[src/rtl/apu_master_rob.sv]
// APU initiator with reorder buffer: tags ops with a ROB slot, collects out-of-order responses, retires results in issue order.
// Latency: accept in cycle N drives apu_req_o in N+1; a response written in cycle N shows on core_rvalid_o in N+1.
// Backpressure: core_ready_o drops when the ROB is full or a request is pending without grant; APU responses are never stalled.
// Optional build macro APU_MASTER_TAG_CHECK_EN drops bad-tag responses and raises a sticky tag_err_o.
module apu_master_rob #(
  parameter int ID_WIDTH        = 9,
  parameter int NB_ARGS         = 2,
  parameter int OPCODE_WIDTH    = 6,
  parameter int DATA_WIDTH      = 32,
  parameter int FLAGS_IN_WIDTH  = 15,
  parameter int FLAGS_OUT_WIDTH = 5,
  parameter int DEPTH           = 4
) (
  input  logic                            clk,
  input  logic                            rst,
  input  logic                            core_valid_i,
  output logic                            core_ready_o,
  input  logic [NB_ARGS*DATA_WIDTH-1:0]   core_operands_i,
  input  logic [OPCODE_WIDTH-1:0]         core_op_i,
  input  logic [FLAGS_IN_WIDTH-1:0]       core_flags_i,
  output logic                            core_rvalid_o,
  input  logic                            core_rready_i,
  output logic [DATA_WIDTH-1:0]           core_rdata_o,
  output logic [FLAGS_OUT_WIDTH-1:0]      core_rflags_o,
  output logic                            apu_req_o,
  input  logic                            apu_gnt_i,
  output logic [ID_WIDTH-1:0]             apu_ID_o,
  output logic [NB_ARGS*DATA_WIDTH-1:0]   apu_operands_o,
  output logic [OPCODE_WIDTH-1:0]         apu_op_o,
  output logic [FLAGS_IN_WIDTH-1:0]       apu_flags_o,
  output logic                            apu_rready_o,
  input  logic                            apu_rvalid_i,
  input  logic [DATA_WIDTH-1:0]           apu_rdata_i,
  input  logic [FLAGS_OUT_WIDTH-1:0]      apu_rflags_i,
  input  logic [ID_WIDTH-1:0]             apu_rID_i,
  output logic                            tag_err_o,
  output logic                            busy_o
);

  localparam int          PW      = (DEPTH > 1) ? $clog2(DEPTH) : 1;
  localparam logic [PW:0] L_DEPTH = (PW+1)'(DEPTH);
  localparam logic [PW:0] L_ONE   = (PW+1)'(1);

  // request register
  logic                          r_pending;
  logic [ID_WIDTH-1:0]           r_id;
  logic [NB_ARGS*DATA_WIDTH-1:0] r_operands;
  logic [OPCODE_WIDTH-1:0]       r_op;
  logic [FLAGS_IN_WIDTH-1:0]     r_flags;

  // reorder buffer
  logic [PW-1:0]                 r_wr_ptr;
  logic [PW-1:0]                 r_rd_ptr;
  logic [PW:0]                   r_count;
  logic [DEPTH-1:0]              r_done;
  logic [DATA_WIDTH-1:0]         r_data  [DEPTH];
  logic [FLAGS_OUT_WIDTH-1:0]    r_rflags[DEPTH];

  logic                          w_accept;
  logic                          w_retire;
  logic                          w_resp_wr;
  logic [PW-1:0]                 w_slot;

  assign core_ready_o   = (r_count < L_DEPTH) && (!r_pending || apu_gnt_i);
  assign w_accept       = core_valid_i && core_ready_o;
  assign core_rvalid_o  = r_done[r_rd_ptr];
  assign w_retire       = core_rvalid_o && core_rready_i;
  assign core_rdata_o   = r_data[r_rd_ptr];
  assign core_rflags_o  = r_rflags[r_rd_ptr];
  assign w_slot         = apu_rID_i[PW-1:0];

  assign apu_req_o      = r_pending;
  assign apu_ID_o       = r_id;
  assign apu_operands_o = r_operands;
  assign apu_op_o       = r_op;
  assign apu_flags_o    = r_flags;
  // every issued op already owns a ROB slot, so responses can always land
  assign apu_rready_o   = 1'b1;
  assign busy_o         = (r_count != '0) || r_pending;

`ifdef APU_MASTER_TAG_CHECK_EN
  logic          w_upper_nz;
  logic [PW-1:0] w_offset;
  logic          w_alloc;
  logic          w_tag_bad;
  logic          r_tag_err;

  // slot is live when its distance from the head is below the occupancy
  assign w_upper_nz = (apu_rID_i >> PW) != '0;
  assign w_offset   = w_slot - r_rd_ptr;
  assign w_alloc    = {1'b0, w_offset} < r_count;
  assign w_tag_bad  = w_upper_nz || !w_alloc || r_done[w_slot];
  assign w_resp_wr  = apu_rvalid_i && !w_tag_bad;
  assign tag_err_o  = r_tag_err;

  // sticky error flag, cleared only by reset
  always_ff @(posedge clk) begin
    if (rst)                            r_tag_err <= 1'b0;
    else if (apu_rvalid_i && w_tag_bad) r_tag_err <= 1'b1;
  end
`else
  logic w_unused_rid;
  assign w_unused_rid = ^apu_rID_i;
  assign w_resp_wr    = apu_rvalid_i;
  assign tag_err_o    = 1'b0;
`endif

  // hold the request until granted; a same-cycle accept replaces it for back-to-back issue
  always_ff @(posedge clk) begin
    if (rst) begin
      r_pending  <= 1'b0;
      r_id       <= '0;
      r_operands <= '0;
      r_op       <= '0;
      r_flags    <= '0;
    end else if (w_accept) begin
      r_pending  <= 1'b1;
      r_id       <= ID_WIDTH'(r_wr_ptr);
      r_operands <= core_operands_i;
      r_op       <= core_op_i;
      r_flags    <= core_flags_i;
    end else if (apu_gnt_i) begin
      r_pending  <= 1'b0;
    end
  end

  // allocation/retire pointers and occupancy count
  always_ff @(posedge clk) begin
    if (rst) begin
      r_wr_ptr <= '0;
      r_rd_ptr <= '0;
      r_count  <= '0;
    end else begin
      if (w_accept) r_wr_ptr <= r_wr_ptr + 1'b1;
      if (w_retire) r_rd_ptr <= r_rd_ptr + 1'b1;
      case ({w_accept, w_retire})
        2'b10:   r_count <= r_count + L_ONE;
        2'b01:   r_count <= r_count - L_ONE;
        default: r_count <= r_count;
      endcase
    end
  end

  // ROB entries: responses fill by tag, the head clears on retire
  always_ff @(posedge clk) begin
    if (rst) begin
      r_done <= '0;
      for (int i = 0; i < DEPTH; i++) begin
        r_data[i]   <= '0;
        r_rflags[i] <= '0;
      end
    end else begin
      if (w_retire) r_done[r_rd_ptr] <= 1'b0;
      if (w_resp_wr) begin
        r_done[w_slot]   <= 1'b1;
        r_data[w_slot]   <= apu_rdata_i;
        r_rflags[w_slot] <= apu_rflags_i;
      end
    end
  end

endmodule

[config.mk]
export PLATFORM = sky130hd
export DESIGN_NAME = apu_master_rob
export DESIGN_NICKNAME = d
export VERILOG_FILES = /design/src/rtl/apu_master_rob.sv
export SDC_FILE = /design/constraint.sdc
export NUM_CORES = 1
export LEC_CHECK = 0
export CORE_UTILIZATION = 50
export DETAILED_ROUTE_END_ITERATION = 10
export HOLD_SLACK_MARGIN = 0.06
export PLACE_DENSITY = 0.86
export SLEW_MARGIN = 10
export SYNTH_ARGS = -nofsm -noshare
export SYNTH_HDL_FRONTEND = slang
export SYNTH_SLANG_ARGS = --single-unit
[constraint.sdc]
create_clock -name clk -period 4.56 [get_ports clk]
set_input_delay 0.912 -clock clk [delete_from_list [all_inputs] [get_ports clk]]
set_output_delay 0.912 -clock clk [all_outputs]
set_load 0.02 [all_outputs]
Word-level counts from Yosys, hierarchy flattened
Memories as Yosys holds them, arrays and structs flattened. A register that Yosys moved wholly into a read port is not among the register bits.
Cells that the tools add are included.
{"block": "word_totals", "reg_bits": 99, "ram_bits": 148, "out_inout_bits": 137, "mem_count": 2}
{"name": "r_data", "words": 4, "width": 32, "rd": 1, "rd_clocked_by_memory_dff": 1, "write_ports": 4, "line_no": "56", "text": "logic [DATA_WIDTH-1:0] r_data [DEPTH];"}
{"name": "r_rflags", "words": 4, "width": 5, "rd": 1, "rd_clocked_by_memory_dff": 1, "write_ports": 4, "line_no": "57", "text": "logic [FLAGS_OUT_WIDTH-1:0] r_rflags[DEPTH];"}
{"block": "op_classes", "add_sub_neg": 4, "n_lt_le_gt_ge": 5, "n_eq_ne": 2, "n_mux": 27, "bitwise_logic": 3, "reduce_logical": 13}
{"op": "2-to-1 mux 32 bit", "count": 1}
{"op": "OR reduction 32 bit", "count": 1}
{"op": "2-to-1 mux 1 bit", "count": 12}
{"op": "2-to-1 mux 2 bit", "count": 6}
{"op": "2-to-1 mux 4 bit", "count": 3}
{"op": "< comparator 2 x 3 -> 1 bit (second input constant)", "count": 2}
{"op": "case mux 3 bit (2 select lines)", "count": 1}
{"op": "logical AND 1 bit", "count": 5}
{"op": "2-to-1 mux 5 bit", "count": 1}
{"op": "OR reduction 5 bit", "count": 1}
{"op": "adder 2 x 1 -> 2 bit (second input constant)", "count": 2}
{"op": "bitwise AND 4 bit", "count": 1}
{"op": "demux 1 bit (select 2 bit)", "count": 2}
{"op": ">= comparator 2 x 1 -> 1 bit (second input constant)", "count": 2}
{"op": "NOT 4 bit", "count": 1}
{"op": "OR 4 bit", "count": 1}
{"op": "nonzero test 2 bit", "count": 2}
{"op": "adder 3 x 1 -> 3 bit (second input constant)", "count": 1}
{"op": "< comparator 3 bit (second input constant)", "count": 1}
{"op": "nonzero test 3 bit", "count": 1}
{"op": "subtractor 3 x 1 -> 3 bit (second input constant)", "count": 1}
{"op": "binary-select mux 1 bit (select 2 bit)", "count": 1}
{"op": "== test 2 x 1 -> 1 bit (second input constant)", "count": 1}
{"op": "== test 2 bit (second input constant)", "count": 1}
{"op": "2 further kinds", "count": 3}

Logic depth before layout (Yosys ltp)
{"block": "logic_depth", "ltp_word": 10, "mapped_depth": 10, "ltp_nobuf": 8}

Worst setup path before layout
OpenSTA, ideal clock, no wires.
{"block": "synth_timing", "path_type": "input to register", "startpoint": "input rst", "endpoint": "memory r_data[0][0] (enable)", "setup_time_ns": 0.395, "t_arrival_ns": 2.291, "required_time_ns": 4.165, "slack_ns": 1.875, "path_stages": 5, "path_cell_list": "buf_6 -> nor4b_4 -> buf_4 -> inv_1 -> nand2_1"}
{"element": "start: declaration", "line_no": "15", "text": "input logic rst,"}
{"element": "end: declaration", "line_no": "56"}

==> impl_metrics.prom <==
# TYPE chip_impl_metric gauge
chip_impl_metric{name="grt_max_degree",unit=""} 98
chip_impl_metric{name="track_usage",unit="%"} 24.5
chip_impl_metric{name="die_x",unit="µm"} 150
chip_impl_metric{name="io_pins",unit=""} 274
chip_impl_metric{name="route.vias.total",unit=""} 7993
chip_impl_metric{name="internal_power",unit="mW"} 4.25
chip_impl_metric{name="holdWs",unit="ns"} 0.466
chip_impl_metric{name="area_overhead_vs_synth",unit="%"} 31.6
chip_impl_metric{name="clock_power_share",unit="%"} 39.8
chip_impl_metric{name="synth_async_sr_flop_share",unit="%"} 0
chip_impl_metric{name="slew_headroom",unit="%"} 28.4
chip_impl_metric{name="yosysTopAreaCellShare",unit="%"} 40.8
chip_impl_metric{name="dp.final_hpwl",unit="µm"} 16700
chip_impl_metric{name="ir_drop",unit="µV"} 303
chip_impl_info{name="critical_path.top_delay_family",value="buffers and inverters"} 1
chip_impl_metric{name="power.sequential.fraction",unit="%"} 46.6
chip_impl_metric{name="totalNegativeSetupSlack",unit="ns"} 0
chip_impl_metric{name="worstMarginPinSlew",unit="ns"} 1.07
chip_impl_metric{name="drtPass1Iterations",unit=""} 6
chip_impl_metric{name="drt-initial-drc-count",unit=""} 502
chip_impl_info{name="outcome",value="finished, final reports clean"} 1
chip_impl_metric{name="drc",unit=""} 0
chip_impl_info{name="critical_path.endpoint_type",value="output pin"} 1
chip_impl_metric{name="report.final.slew_viol_count",unit=""} 0
chip_impl_metric{name="floorplan.initialDensity",unit="%"} 51.4
chip_impl_metric{name="ctsHtreeMaxLevel",unit=""} 1
chip_impl_info{name="hold_start",value="apu_operands_o[13]$_SDFFE_PP0P_"} 1
chip_impl_metric{name="power.switching",unit="mW"} 1.38
chip_impl_metric{name="gr-total-overflow",unit=""} 0
chip_impl_metric{name="ys_ff_latch",unit=""} 249
chip_impl_metric{name="worst-path-max-fanout",unit=""} 16
chip_impl_metric{name="wl_per_instance",unit="µm"} 20.7
chip_impl_metric{name="grt_antenna_before_repair",unit=""} 5
chip_impl_info{name="synth.top_cells.by_count",value="and2_1 (148), edfxtp_1 (148), dfxtp_1 (101)"} 1
chip_impl_metric{name="fin_cells",unit=""} 1372
chip_impl_metric{name="die-height",unit="µm"} 150
chip_impl_metric{name="maximum_operating_frequency",unit="GHz"} 0.283
chip_impl_metric{name="numClockSinks",unit=""} 249
chip_impl_metric{name="leakagePower",unit="nW"} 5.13
chip_impl_metric{name="numCtsBuffers",unit=""} 27
chip_impl_info{name="clk_root_buffer_cell",value="clkbuf_16"} 1
chip_impl_metric{name="power_frac_comb",unit="%"} 13.6
chip_impl_metric{name="clkTransAtPathRegs",unit="ns"} 0.06
chip_impl_metric{name="place.port_buffers",unit=""} 257
chip_impl_metric{name="regToRegSetupSlack",unit="ns"} 1.97
chip_impl_metric{name="cts_max_path_buffers",unit=""} 3
chip_impl_metric{name="synthesis.instances",unit=""} 868
chip_impl_metric{name="period_minus_slack",unit="ns"} 3.53
chip_impl_info{name="crit_path_top_delay_cell",value="mux4_2"} 1
chip_impl_info{name="synth_top_cell_by_area",value="edfxtp_1"} 1
chip_impl_info{name="crit_path_cell_trace",value="buf_4 > mux4_2 > clkdlybuf4s50_1"} 1
chip_impl_metric{name="number_of_global_route_vias_before_repair",unit=""} 7898
chip_impl_metric{name="worst_ep_required_time",unit="ns"} 3.65
chip_impl_metric{name="final-seq-area",unit="µm²"} 6470
chip_impl_metric{name="final_nets",unit=""} 1214
chip_impl_metric{name="power.density_cell_area",unit="nW/µm²"} 392
chip_impl_metric{name="antenna_left",unit=""} 0
chip_impl_metric{name="row_count",unit=""} 53
chip_impl_metric{name="clk_latency",unit="ns"} 0.54
chip_impl_metric{name="placedCellCount",unit=""} 1317
chip_impl_metric{name="synth_seq_area_share",unit="%"} 59.3
chip_impl_metric{name="wire_length_of_the_first_global_routing_pass",unit="µm"} 42600
chip_impl_metric{name="cts_resized",unit=""} 0
chip_impl_info{name="cp-start-kind",value="register"} 1
chip_impl_metric{name="cap_viol_max_count",unit=""} 0
chip_impl_metric{name="cts_hold_bufs",unit=""} 0
chip_impl_metric{name="edff_count_synth",unit=""} 148
chip_impl_metric{name="drive_above_1_share",unit="%"} 10.2
chip_impl_metric{name="nFillCells",unit=""} 1501
chip_impl_metric{name="worst_ep_arrival_time",unit="ns"} 2.62
chip_impl_metric{name="finalCritPeriodShare",unit="%"} 77.5
chip_impl_metric{name="syn_area",unit="µm²"} 10900
chip_impl_info{name="rsz0062_at_grt",value="false"} 1
chip_impl_metric{name="finClkSkew",unit="ns"} 0.00987
chip_impl_metric{name="r2r.worst_path.cells",unit=""} 8
chip_impl_metric{name="p_total",unit="mW"} 5.63
chip_impl_metric{name="routed_wl",unit="µm"} 28300
chip_impl_metric{name="coreArea",unit="µm²"} 21200
chip_impl_metric{name="hold_viol",unit=""} 0
chip_impl_info{name="reg2reg_from",value="r_count[2]$_SDFFE_PP0P_"} 1
chip_impl_metric{name="synthesis.yosys.warnings",unit=""} 0
chip_impl_metric{name="min_path_cells",unit=""} 2
chip_impl_info{name="dominant_synthesized_flop_cell",value="edfxtp_1"} 1
chip_impl_metric{name="critPathBufInv",unit=""} 2
chip_impl_metric{name="synth.lib_cells_used.distinct",unit=""} 37
chip_impl_metric{name="synthesis.area_per_instance",unit="µm²"} 12.6
chip_impl_info{name="hold_path_end",value="apu_operands_o[13]$_SDFFE_PP0P_"} 1
chip_impl_metric{name="final_setup_fails",unit=""} 0
chip_impl_metric{name="multi_input_area",unit="µm²"} 3900
chip_impl_info{name="timing.setup.critical_path_class",value="reg -> out"} 1
chip_impl_info{name="cts_tree",value="done"} 1
chip_impl_info{name="min_path_type",value="reg -> reg"} 1
chip_impl_metric{name="die-area",unit="µm²"} 22400
chip_impl_info{name="rr_endpoint",value="r_count[2]$_SDFFE_PP0P_"} 1
chip_impl_metric{name="slowest_delay",unit="ns"} 0.59
chip_impl_metric{name="globalplace.congestion",unit=""} 0.764
chip_impl_metric{name="vias_per_cell",unit=""} 5.83
chip_impl_info{name="ys_top_cells_by_area",value="edfxtp_1 (41%), dfxtp_1 (19%), and2_1 (8.5%)"} 1
chip_impl_metric{name="sw_frac_of_total",unit="%"} 24.5
chip_impl_metric{name="postCtsSetupRepairBufs",unit=""} 0
## worst max path at each step
stage                     depth (start not counted)          start  slack (ns)                    endpoint
after floorplan                                   5            rst        1.87  r_data[0][0]$_SDFFCE_PN0P_
after global placement                            9  core_rready_i        1.33     r_count[2]$_SDFFE_PP0P_
after detailed placement                          9  core_rready_i        1.29     r_count[2]$_SDFFE_PP0P_
after CTS                                         3       register        0.95             core_rdata_o[9]
after global routing                              3       register        0.90             core_rdata_o[4]
final                                             3       register        1.03             core_rdata_o[9]
## power by group through the flow
stage / logic, mW / registers, mW / clock network [mW]
floorplan: 0.355 / 2.70 / 0
global placement: 0.753 / 2.66 / 0
detailed placement: 0.765 / 2.67 / 0
CTS: 0.771 / 2.62 / 2.27
global route: 0.815 / 2.64 / 2.36
finish: 0.767 / 2.62 / 2.24
## state kept, by name, indices dropped and copies added, names as in the netlist, named ones only
signal and cells:
r_done 4, r_rd_ptr 2, r_count 3, r_wr_ptr 2, apu_flags_o 15, r_rflags 20
apu_ID_o 2, apu_operands_o 64, r_data 128, apu_op_o 6, apu_req_o 1
## kinds of logic (layout without fill, tap and decap cells)
family          count (synthesis)  count (layout)  synth area share, %
flops                         249             249                 59.3
other cells                     2              14               0.0689
buf+inv                       113             330                 5.40
simple gates                  263             263                 15.0
compound gates                190             190                 11.0
fa+ha+maj                       6               6                0.757
mux                            43              43                 8.27
xor+xnor                        2               2                0.161
## cell usage in the layout (no fill, tap or decap), types with 9 or more instances in the layout
cell type        instances
nand4_1                 87
and2_1                 148
buf_4                   13
clkdlybuf4s50_1        255
mux4_2                  37
edfxtp_1               148
clkbuf_16               28
dfxtp_1                 98
a21oi_1                 95
conb_1                   9
o31ai_1                 88
## layer usage
layer  part of all wire [%]  up-vias  global-route usage, %
li1                       -     3690                      -
met1                     38     3934                   29.5
met2                     50      316                   41.1
met3                    9.2       51                   8.11
met4                    2.1        2                   8.03
met5                  0.060        -                      0
## worst reg2reg max path: cells and delay by family, from the launching register on
| family | cells | cell delay, ns |
|---|---|---|
| fa+ha+maj | 2 | 0.57 |
| compound gates | 1 | 0.13 |
| simple gates | 2 | 0.44 |
| buf+inv | 2 | 0.21 |
| xor+xnor | 1 | 0.18 |
| flops | 1 | 0.99 |
## metrics by stage
stage               cell area, µm²  worst slack (ns)  utilization [%]
CTS                          14300             0.949             67.6
detailed placement           13400              1.29             63.2
finish                       14400              1.03             67.6
floorplan                    10900              1.87                -
global placement             13400              1.33             63.2
global route                 14300             0.898             67.6
## final cells by class
cell class                 instances  area share (%)
tap                              275            2.40
antenna                            5          0.0872
multi-input combinational        513            27.2
timing repair buffer             269            18.5
clock buffer                      35            5.21
clock inverter                    15            1.21
sequential                       249            45.1
inverter                          11           0.288
No activity file was read; power rests on OpenSTA's default activity.
